==> src/rtl/ysyx_25030077_halt_ctrl_if.sv <==
// Commit/exit-monitor bundle for the halt/trap sequencer.
// The master side is the core (commit stage plus LSU/IFU busy flag);
// the slave side is the halt controller that reports to the exit monitor.
interface ysyx_25030077_halt_ctrl_if;
  logic        commit_valid;
  logic [31:0] commit_pc;
  logic        commit_ebreak;
  logic        commit_illegal;
  logic [31:0] a0_value;
  logic        mem_busy;

  logic        stall_fetch;
  logic        is_break_out;
  logic        is_unknown_instruction;
  logic        halted;
  logic [31:0] halt_pc;
  logic [31:0] halt_code;
  logic        good_trap;

  modport master (
    output commit_valid, commit_pc, commit_ebreak, commit_illegal, a0_value, mem_busy,
    input  stall_fetch, is_break_out, is_unknown_instruction, halted, halt_pc, halt_code,
           good_trap
  );

  modport slave (
    input  commit_valid, commit_pc, commit_ebreak, commit_illegal, a0_value, mem_busy,
    output stall_fetch, is_break_out, is_unknown_instruction, halted, halt_pc, halt_code,
           good_trap
  );
endinterface

==> src/rtl/ysyx_25030077_halt_ctrl.sv <==
// Halt/trap sequencer between the commit stage and the simulation-exit monitor.
// Detects a retiring ebreak or illegal instruction, freezes fetch, drains
// outstanding memory traffic (bounded by DRAIN_MAX cycles), then emits a
// single-cycle report pulse and stays halted until reset.
// Optional feature: define YSYX_25030077_WATCHDOG_EN to add a no-commit
// watchdog (WDT_LIMIT cycles) that traps with cause 2.
// Every output is driven straight from a flop.
module ysyx_25030077_halt_ctrl #(
  parameter int unsigned DRAIN_MAX = 16
`ifdef YSYX_25030077_WATCHDOG_EN
  , parameter int unsigned WDT_LIMIT = 65536
`endif
) (
  input logic                          clock,
  input logic                          reset,
  ysyx_25030077_halt_ctrl_if.slave     bus
);

  typedef enum logic [1:0] {
    S_RUN    = 2'd0,
    S_DRAIN  = 2'd1,
    S_REPORT = 2'd2,
    S_HALT   = 2'd3
  } state_e;

  typedef enum logic [1:0] {
    CAUSE_EBREAK  = 2'd0,
    CAUSE_ILLEGAL = 2'd1,
    CAUSE_WDT     = 2'd2
  } cause_e;

  localparam logic [31:0] DRAIN_LAST = 32'(DRAIN_MAX - 1);

  state_e      state_q, state_d;
  cause_e      cause_q, cause_d;
  logic [4:0]  drain_cnt_q, drain_cnt_d;
  logic [31:0] halt_pc_q, halt_pc_d;
  logic [31:0] halt_code_q, halt_code_d;

  logic        stall_fetch_q, stall_fetch_d;
  logic        brk_pulse_q, brk_pulse_d;
  logic        unk_pulse_q, unk_pulse_d;
  logic        halted_q, halted_d;
  logic        good_trap_q, good_trap_d;

  logic        trap_commit;
  logic        wdt_hit;

  assign trap_commit = bus.commit_valid && (bus.commit_ebreak || bus.commit_illegal);

`ifdef YSYX_25030077_WATCHDOG_EN
  localparam logic [31:0] WDT_LAST = 32'(WDT_LIMIT - 1);

  logic [31:0] wdt_cnt_q;

  // A commit in the same cycle as the limit wins, so the hit is masked by commit_valid.
  assign wdt_hit = (state_q == S_RUN) && !bus.commit_valid && (wdt_cnt_q == WDT_LAST);

  // No-commit counter: runs only in RUN, cleared by any retirement.
  always_ff @(posedge clock or negedge reset) begin
    if (!reset) begin
      wdt_cnt_q <= '0;
    end else if ((state_q != S_RUN) || bus.commit_valid) begin
      wdt_cnt_q <= '0;
    end else if (wdt_cnt_q != '1) begin
      wdt_cnt_q <= wdt_cnt_q + 32'd1;
    end
  end
`else
  assign wdt_hit = 1'b0;
`endif

  // FSM state register.
  // NOTE: sequential state uses non-blocking assignments so every flop samples
  // pre-edge values regardless of the order the always blocks are evaluated in.
  always_ff @(posedge clock or negedge reset) begin
    if (!reset) begin
      state_q <= S_RUN;
    end else begin
      state_q <= state_d;
    end
  end

  // Next-state, trap capture and next values of the registered outputs.
  always_comb begin
    // NOTE: every signal written here gets a default first; a path that left one
    // unassigned would infer a latch.
    state_d     = state_q;
    cause_d     = cause_q;
    drain_cnt_d = drain_cnt_q;
    halt_pc_d   = halt_pc_q;
    halt_code_d = halt_code_q;

    unique case (state_q)
      S_RUN: begin
        if (trap_commit) begin
          halt_pc_d   = bus.commit_pc;
          drain_cnt_d = '0;
          state_d     = S_DRAIN;
          // Illegal takes priority when both flags are set.
          if (bus.commit_illegal) begin
            cause_d     = CAUSE_ILLEGAL;
            halt_code_d = 32'd1;
          end else begin
            cause_d     = CAUSE_EBREAK;
            halt_code_d = bus.a0_value;
          end
        end else if (wdt_hit) begin
          halt_pc_d   = 32'hFFFF_FFFF;
          halt_code_d = 32'd2;
          cause_d     = CAUSE_WDT;
          drain_cnt_d = '0;
          state_d     = S_DRAIN;
        end
      end
      S_DRAIN: begin
        if (!bus.mem_busy || ({27'd0, drain_cnt_q} >= DRAIN_LAST)) begin
          state_d = S_REPORT;
        end
        if (drain_cnt_q != 5'h1F) begin
          drain_cnt_d = drain_cnt_q + 5'd1;
        end
      end
      S_REPORT: state_d = S_HALT;
      S_HALT:   state_d = S_HALT;
      default:  state_d = S_RUN;
    endcase

    stall_fetch_d = (state_d != S_RUN);
    brk_pulse_d   = (state_d == S_REPORT) && (cause_d == CAUSE_EBREAK);
    unk_pulse_d   = (state_d == S_REPORT) && (cause_d != CAUSE_EBREAK);
    halted_d      = (state_d == S_HALT);
    good_trap_d   = halted_d && (cause_d == CAUSE_EBREAK) && (halt_code_d == 32'd0);
  end

  // Trap context, drain counter and output registers.
  always_ff @(posedge clock or negedge reset) begin
    if (!reset) begin
      cause_q       <= CAUSE_EBREAK;
      drain_cnt_q   <= '0;
      halt_pc_q     <= '0;
      halt_code_q   <= '0;
      stall_fetch_q <= 1'b0;
      brk_pulse_q   <= 1'b0;
      unk_pulse_q   <= 1'b0;
      halted_q      <= 1'b0;
      good_trap_q   <= 1'b0;
    end else begin
      cause_q       <= cause_d;
      drain_cnt_q   <= drain_cnt_d;
      halt_pc_q     <= halt_pc_d;
      halt_code_q   <= halt_code_d;
      stall_fetch_q <= stall_fetch_d;
      brk_pulse_q   <= brk_pulse_d;
      unk_pulse_q   <= unk_pulse_d;
      halted_q      <= halted_d;
      good_trap_q   <= good_trap_d;
    end
  end

  assign bus.stall_fetch            = stall_fetch_q;
  assign bus.is_break_out           = brk_pulse_q;
  assign bus.is_unknown_instruction = unk_pulse_q;
  assign bus.halted                 = halted_q;
  assign bus.halt_pc                = halt_pc_q;
  assign bus.halt_code              = halt_code_q;
  assign bus.good_trap              = good_trap_q;

endmodule

==> src/flat_wrapper.sv <==
// flat-port wrapper written by rule: the top's interface ports become plain ports
module ysyx_25030077_halt_ctrl_flat 
#(
  parameter int unsigned DRAIN_MAX = 16

)
  (clock, reset, bus_commit_valid, bus_commit_pc, bus_commit_ebreak, bus_commit_illegal, bus_a0_value, bus_mem_busy, bus_stall_fetch, bus_is_break_out, bus_is_unknown_instruction, bus_halted, bus_halt_pc, bus_halt_code, bus_good_trap);
  ysyx_25030077_halt_ctrl_if bus_i ();
  input logic clock;
  input logic reset;
  input wire logic [$bits(bus_i.commit_valid)-1:0] bus_commit_valid;
  input wire logic [$bits(bus_i.commit_pc)-1:0] bus_commit_pc;
  input wire logic [$bits(bus_i.commit_ebreak)-1:0] bus_commit_ebreak;
  input wire logic [$bits(bus_i.commit_illegal)-1:0] bus_commit_illegal;
  input wire logic [$bits(bus_i.a0_value)-1:0] bus_a0_value;
  input wire logic [$bits(bus_i.mem_busy)-1:0] bus_mem_busy;
  output wire logic [$bits(bus_i.stall_fetch)-1:0] bus_stall_fetch;
  output wire logic [$bits(bus_i.is_break_out)-1:0] bus_is_break_out;
  output wire logic [$bits(bus_i.is_unknown_instruction)-1:0] bus_is_unknown_instruction;
  output wire logic [$bits(bus_i.halted)-1:0] bus_halted;
  output wire logic [$bits(bus_i.halt_pc)-1:0] bus_halt_pc;
  output wire logic [$bits(bus_i.halt_code)-1:0] bus_halt_code;
  output wire logic [$bits(bus_i.good_trap)-1:0] bus_good_trap;
  assign bus_i.commit_valid = bus_commit_valid;
  assign bus_i.commit_pc = bus_commit_pc;
  assign bus_i.commit_ebreak = bus_commit_ebreak;
  assign bus_i.commit_illegal = bus_commit_illegal;
  assign bus_i.a0_value = bus_a0_value;
  assign bus_i.mem_busy = bus_mem_busy;
  assign bus_stall_fetch = bus_i.stall_fetch;
  assign bus_is_break_out = bus_i.is_break_out;
  assign bus_is_unknown_instruction = bus_i.is_unknown_instruction;
  assign bus_halted = bus_i.halted;
  assign bus_halt_pc = bus_i.halt_pc;
  assign bus_halt_code = bus_i.halt_code;
  assign bus_good_trap = bus_i.good_trap;
  ysyx_25030077_halt_ctrl #(.DRAIN_MAX(DRAIN_MAX)) u_core (.clock(clock), .reset(reset), .bus(bus_i));
endmodule
==> config.mk <==
export PLATFORM = sky130hd
export DESIGN_NAME = ysyx_25030077_halt_ctrl_flat
export DESIGN_NICKNAME = d
export VERILOG_FILES = /design/src/rtl/ysyx_25030077_halt_ctrl_if.sv /design/src/rtl/ysyx_25030077_halt_ctrl.sv /design/src/flat_wrapper.sv
export SDC_FILE = /design/constraint.sdc
export NUM_CORES = 1
export LEC_CHECK = 0
export CAP_MARGIN = 0
export CORE_MARGIN = 2
export CORE_UTILIZATION = 46
export CTS_BUF_LIST = sky130_fd_sc_hd__clkbuf_8 sky130_fd_sc_hd__clkbuf_16
export DETAILED_ROUTE_END_ITERATION = 8
export GPL_ROUTABILITY_DRIVEN = 0
export HOLD_SLACK_MARGIN = 0.08
export PLACE_DENSITY = 0.86
export SKIP_CTS_REPAIR_TIMING = 1
export SLEW_MARGIN = 5
export SYNTH_ARGS = -nofsm -noshare
export SYNTH_HDL_FRONTEND = slang
export SYNTH_SLANG_ARGS = --single-unit
==> constraint.sdc <==
create_clock -name clock -period 3.3 [get_ports clock]
set_input_delay 0.825 -clock clock [delete_from_list [all_inputs] [get_ports clock]]
set_output_delay 0.825 -clock clock [all_outputs]
set_load 0.005 [all_outputs]
### After elaboration in Yosys (flattened, before gate mapping)

Index checks and enable logic that the tools add are counted.
W data, S select, Z words.

* eq/ne operators: 8
* multiplexer cells: 12
* reduce and logical (&&, ||, !) cells: 17
* $add $sub $neg: 1
* magnitude comparators: 1

Operators with widths (count)
* $mux W32: 3
* $logic_not A32 Y1: 1
* $mux W5: 2
* $pmux W5 S2: 1
* $eq A2 B2 Y1 const B: 4
* $mux W2: 4
* $pmux W2 S3: 1
* $reduce_bool A2 Y1: 3
* $add A5 B1 Y5 const B: 1
* $ge A5 B4 Y1 const B: 1
* $logic_and A1 B1 Y1: 5
* $ne A5 B5 Y1 const B: 1
* $logic_not A2 Y1: 2
* $ne A2 B1 Y1 const B: 2
* $reduce_and A3 Y1: 1
* $eq A2 B1 Y1 const B: 1
* $logic_or A1 B1 Y1: 2
* $reduce_and A2 Y1: 1
* $reduce_or A2 Y1: 1
* $logic_not A1 Y1: 1
* $mux W1: 1

* output and inout bits: 69
* logic and storage cells: 49
* register bits after elaboration: 78

### Depth between registers and ports, before layout

* depth after elaboration: 7
* mapped depth: 7
* gate-level depth less buffers: 7

### Worst setup path before layout

OpenSTA, ideal clock, no wires.

* path kind: in2reg
* start: input bus_commit_illegal
* end: register u_core.unk_pulse_q, in the netlist u_core.bus.is_unknown_instruction
* data arrival time: 1828 ps
* cell stages on the path: 5
* path slack: 1353 ps
* required time: 3181 ps
* setup time: 119 ps
* cells stage by stage: o21ai_1 or3_1 buf_6 mux2_4 o21ba_1

* longest elaborated chain between the ends: 6
* elaborated cells on any way between the ends: 10
* those cells by class: eq/ne (1); mux (5); reduce/logical (4)

Ends and longest elaborated chain
* start: declaration: RTL line flat_wrapper.sv:14 `input wire logic [$bits(bus_i.commit_illegal)-1:0] bus_commit_illegal;`
* $logic_or A1 B1 Y1: RTL line ysyx_25030077_halt_ctrl.sv:49 `assign trap_commit = bus.commit_valid && (bus.commit_ebreak || bus.commit_illegal);`
* $logic_and A1 B1 Y1: RTL line ysyx_25030077_halt_ctrl.sv:49
* $mux W2 *: RTL line ysyx_25030077_halt_ctrl.sv:96 `if (trap_commit) begin`
* $mux W2 *: RTL line ysyx_25030077_halt_ctrl.sv:94 `unique case (state_q)`
* net u_core.cause_d[0]: RTL line ysyx_25030077_halt_ctrl.sv:35 `cause_e cause_q, cause_d;`
* $reduce_bool A2 Y1 *: RTL line ysyx_25030077_halt_ctrl.sv:131 `unk_pulse_d = (state_d == S_REPORT) && (cause_d != CAUSE_EBREAK);`
* $logic_and A1 B1 Y1 *: RTL line ysyx_25030077_halt_ctrl.sv:131
* net u_core.unk_pulse_d: RTL line ysyx_25030077_halt_ctrl.sv:42 `logic unk_pulse_q, unk_pulse_d;`
* end signal: assignment: RTL line ysyx_25030077_halt_ctrl.sv:155 `unk_pulse_q <= unk_pulse_d;`
* end: declaration: RTL line ysyx_25030077_halt_ctrl.sv:42

Mark *: on every way through the listed nets, which the timed path passes. The rest lies on a longest branch.
A chain may end at the register's enable or synchronous reset.

### Final worst setup path

* start: input bus_commit_illegal
* end: register u_core.good_trap_q, in the netlist u_core.bus.good_trap

* longest elaborated chain between the ends: 7
* elaborated cells on any way between the ends: 15
* those cells by class: eq/ne (1); mux (8); reduce/logical (6)

Ends and longest elaborated chain
* $logic_or A1 B1 Y1: RTL line ysyx_25030077_halt_ctrl.sv:49
* $logic_and A1 B1 Y1: RTL line ysyx_25030077_halt_ctrl.sv:49
* $mux W2: RTL line ysyx_25030077_halt_ctrl.sv:96
* $pmux W2 S3 / $mux W2 (equally long branches): RTL line ysyx_25030077_halt_ctrl.sv:94
* $eq A2 B2 Y1 / $logic_not A2 Y1 (equally long branches): RTL line ysyx_25030077_halt_ctrl.sv:132, ysyx_25030077_halt_ctrl.sv:133
* $logic_and A1 B1 Y1: RTL line ysyx_25030077_halt_ctrl.sv:133 `good_trap_d = halted_d && (cause_d == CAUSE_EBREAK) && (halt_code_d == 32'd0);`
* $logic_and A1 B1 Y1 *: RTL line ysyx_25030077_halt_ctrl.sv:133
* net u_core.good_trap_d: RTL line ysyx_25030077_halt_ctrl.sv:44 `logic good_trap_q, good_trap_d;`
* end signal: assignment: RTL line ysyx_25030077_halt_ctrl.sv:157 `good_trap_q <= good_trap_d;`
* end: declaration: RTL line ysyx_25030077_halt_ctrl.sv:44

Marked as above.

==> flow_summary.json <==
{
  "min-delay-start": "u_core.bus.halt_pc[13]$_DFFE_PN0P_",
  "drc": 0,
  "placed_cell_area_um2": 4710,
  "core_area_um2": 6830,
  "critPathKind": "in2reg",
  "synth.avg_cell_area_um2": 9.31,
  "timing.final.crit_period_ps": 2400,
  "grt_pass1_vias": 2914,
  "cts.path.max_buffers": 2,
  "design_area_um2": 4970,
  "setup_tns_ps": 0,
  "peakVddDrop_mv": 0.328,
  "clockRootBuffer": "clkbuf_8",
  "cts_buffers": 9,
  "synth.ff_latch_count": 78,
  "grt_pass1_wl_um": 13600,
  "diodes": 0,
  "die_width_um": 88.2,
  "start_util_pct": 47.7,
  "io_pins": 139,
  "fmax_mhz": 417,
  "stdcell_count": 585,
  "worst_pin_slew_ps": 943,
  "h-tree-depth": 3,
  "hpwlAfterDp_um": 6060,
  "clock-sinks": 78,
  "syn-cell-area_um2": 3260,
  "syn2layout_area_growth_pct": 52.4,
  "reg2reg_to": "u_core.bus.good_trap$_DFF_PN0_",
  "antenna_found_initial": 0,
  "fp-row-count": 30,
  "grt_usage_pct": 23.1,
  "cp_max_fo": 26,
  "ys_types": 30,
  "final_nets": 558,
  "cp_slowest_stage_delay_ps": 510,
  "finalMaxSlewViolations": 0,
  "setup_violations": 0,
  "die-area_um2": 7770,
  "skew_ps": 5.14,
  "grt_start_max_net_pins": 79,
  "max-slew-margin-rel_pct": 37.1,
  "crit_path_top_delay_cell": "clkdlybuf4s50_1",
  "wirelength_um": 8380,
  "cp.arrival_ps": 2670,
  "syn-instance-count": 350,
  "rsz0062_at_grt": "false",
  "final_common_cell": "nand2_1",
  "place_inst": 570,
  "whs_path_depth": 2,
  "final_cell_mix": "nand2_1 (162), clkdlybuf4s50_1 (137), dfrtp_1 (78), nand3b_1 (31)",
  "worst-r2r-setup-slack_ps": 1490,
  "synth_warnings": 0,
  "vias": 2880,
  "critPathLaunchType": "input pin",
  "status": "finished, final reports clean",
  "post-route-period-util_pct": 72.7,
  "grt_overflow": 0,
  "final_hold_viol_count": 0,
  "ys_seq_area_share_pct": 59.9,
  "r2r-start": "u_core.state_q[1]$_DFF_PN0_",
  "wl_per_cell_um": 14.3,
  "drive_gt1_share_pct": 5.11,
  "cts_tree": "built",
  "die_y_um": 88.2,
  "vias_per_cell": 4.92,
  "p_leak_nw": 2.38,
  "worstPathRequired_ps": 3580,
  "ant_nets": 0,
  "min_to": "u_core.bus.halt_pc[13]$_DFFE_PN0P_",
  "worstPathCellList": "clkdlybuf4s50_1 > o21ai_1 > or3_2 > buf_4 > nor3_1 > o2111a_1",
  "power.density_nw_per_um2": 546,
  "end_kind": "register",
  "drv_cap": 0,
  "io_buffers": 138,
  "drt_iter0_markers": 146,
  "drt_pass1_iterations": 4,
  "clk_pin_slew_ps": 70,
  "synth_fp_nets": 423,
  "reg2reg_depth": 4,
  "min_path_type": "reg2reg",
  "clk_latency_ps": 330
}
[per-layer routing]
metal  vias to the layer above  part of all wire [%]  global-route usage (%)
met2                       123                    49                    37.9
met1                      1345                    39                    27.9
met5                         -                     0                       0
met4                         0                   1.7                    8.26
li1                       1402                     -                       -
met3                        10                   9.5                    8.67
[critical path: cells and delay by family]
family                 cells  cell delay (ps)
and+or+nand+nor            2              750
AOI/OAI and AO/OA          2              340
buffers and inverters      2              760
[cells in the mapped netlist]
library cell / instances / area [µm²]
buf_2: 9 / 45.0
dfrtp_1: 78 / 1950
nor2_1: 9 / 33.8
nand2_1: 162 / 608
or2_2: 1 / 6.26
a21oi_1: 1 / 5.00
nor4_1: 7 / 43.8
clkbuf_1: 10 / 37.5
and2_1: 2 / 12.5
o22ai_1: 1 / 6.26
nand2b_1: 2 / 12.5
ha_1: 3 / 37.5
inv_1: 1 / 3.75
o21ba_1: 1 / 10.0
mux2_4: 1 / 15.0
a21o_1: 2 / 15.0
nand3_1: 5 / 25.0
nand4_1: 4 / 25.0
o21ai_1: 1 / 5.00
o21ai_0: 3 / 15.0
a31oi_1: 2 / 12.5
o2111a_1: 1 / 11.3
buf_6: 1 / 11.3
nor3b_1: 1 / 7.51
and3_1: 1 / 6.26
mux2i_1: 1 / 10.0
nor3_1: 6 / 30.0
nand3b_1: 31 / 233
or3_1: 2 / 12.5
nor3_2: 1 / 10.0
[worst max path at each step]
stage                  startpoint                                     endpoint  slack, ps  depth (start not counted)
6_report       bus_commit_illegal               u_core.bus.good_trap$_DFF_PN0_        900                          6
5_1_grt        bus_commit_illegal               u_core.bus.good_trap$_DFF_PN0_        830                          6
4_1_cts        bus_commit_illegal               u_core.bus.good_trap$_DFF_PN0_        900                          6
3_5_place_dp   bus_commit_illegal               u_core.bus.good_trap$_DFF_PN0_        550                          6
3_3_place_gp   bus_commit_illegal               u_core.bus.good_trap$_DFF_PN0_        610                          6
2_1_floorplan  bus_commit_illegal  u_core.bus.is_unknown_instruction$_DFF_PN0_       1350                          5
[state kept, by name (all words and copies together), names as in the netlist]
| register | cells |
|---|---|
| u_core.bus.halt_pc | 32 |
| u_core.bus.is_unknown_instruction | 1 |
| u_core.state_q | 2 |
| u_core.bus.stall_fetch | 1 |
| u_core.bus.good_trap | 1 |
| u_core.bus.halted | 1 |
| u_core.cause_q | 2 |
| u_core.bus.is_break_out | 1 |
| u_core.bus.halt_code | 32 |
| u_core.drain_cnt_q | 5 |
[cell type report]
cell class	count	area, µm²
Fill cell	547	1870
Tap cell	96	120
Sequential cell	78	1950
Timing Repair Buffer	144	1420
Clock buffer	9	124
Clock inverter	6	128
Multi-Input combinational cell	251	1210
Inverter	1	3.75
[cells by family after synthesis]
logic type      count (synthesis)  synth area share, %
buf+inv                        21                 3.00
compound gates                 12                 2.46
fa+ha+maj                       3                 1.15
flops                          78                 59.9
mux                             2                0.768
simple gates                  234                 32.7
[stage by stage]
stage	power, mW	hold slack, ps	setup WS (ps)	utilization (%)
final	2.71	475	902	72.7
after global routing	2.87	499	827	72.7
after CTS	2.74	482	895	72.7
after detailed placement	1.85	463	546	69.0
after global placement	1.82	458	605	69.0
after floorplan	1.41	464	1350	-
[power breakdown]
| part | internal (mW) | switching (mW) |
|---|---|---|
| sequential | 1.11 | 0.119 |
| combinational | 0.377 | 0.215 |
| clock | 0.570 | 0.317 |
| total | 2.06 | 0.650 |
Note: power is estimated with default switching activity, not from simulation.
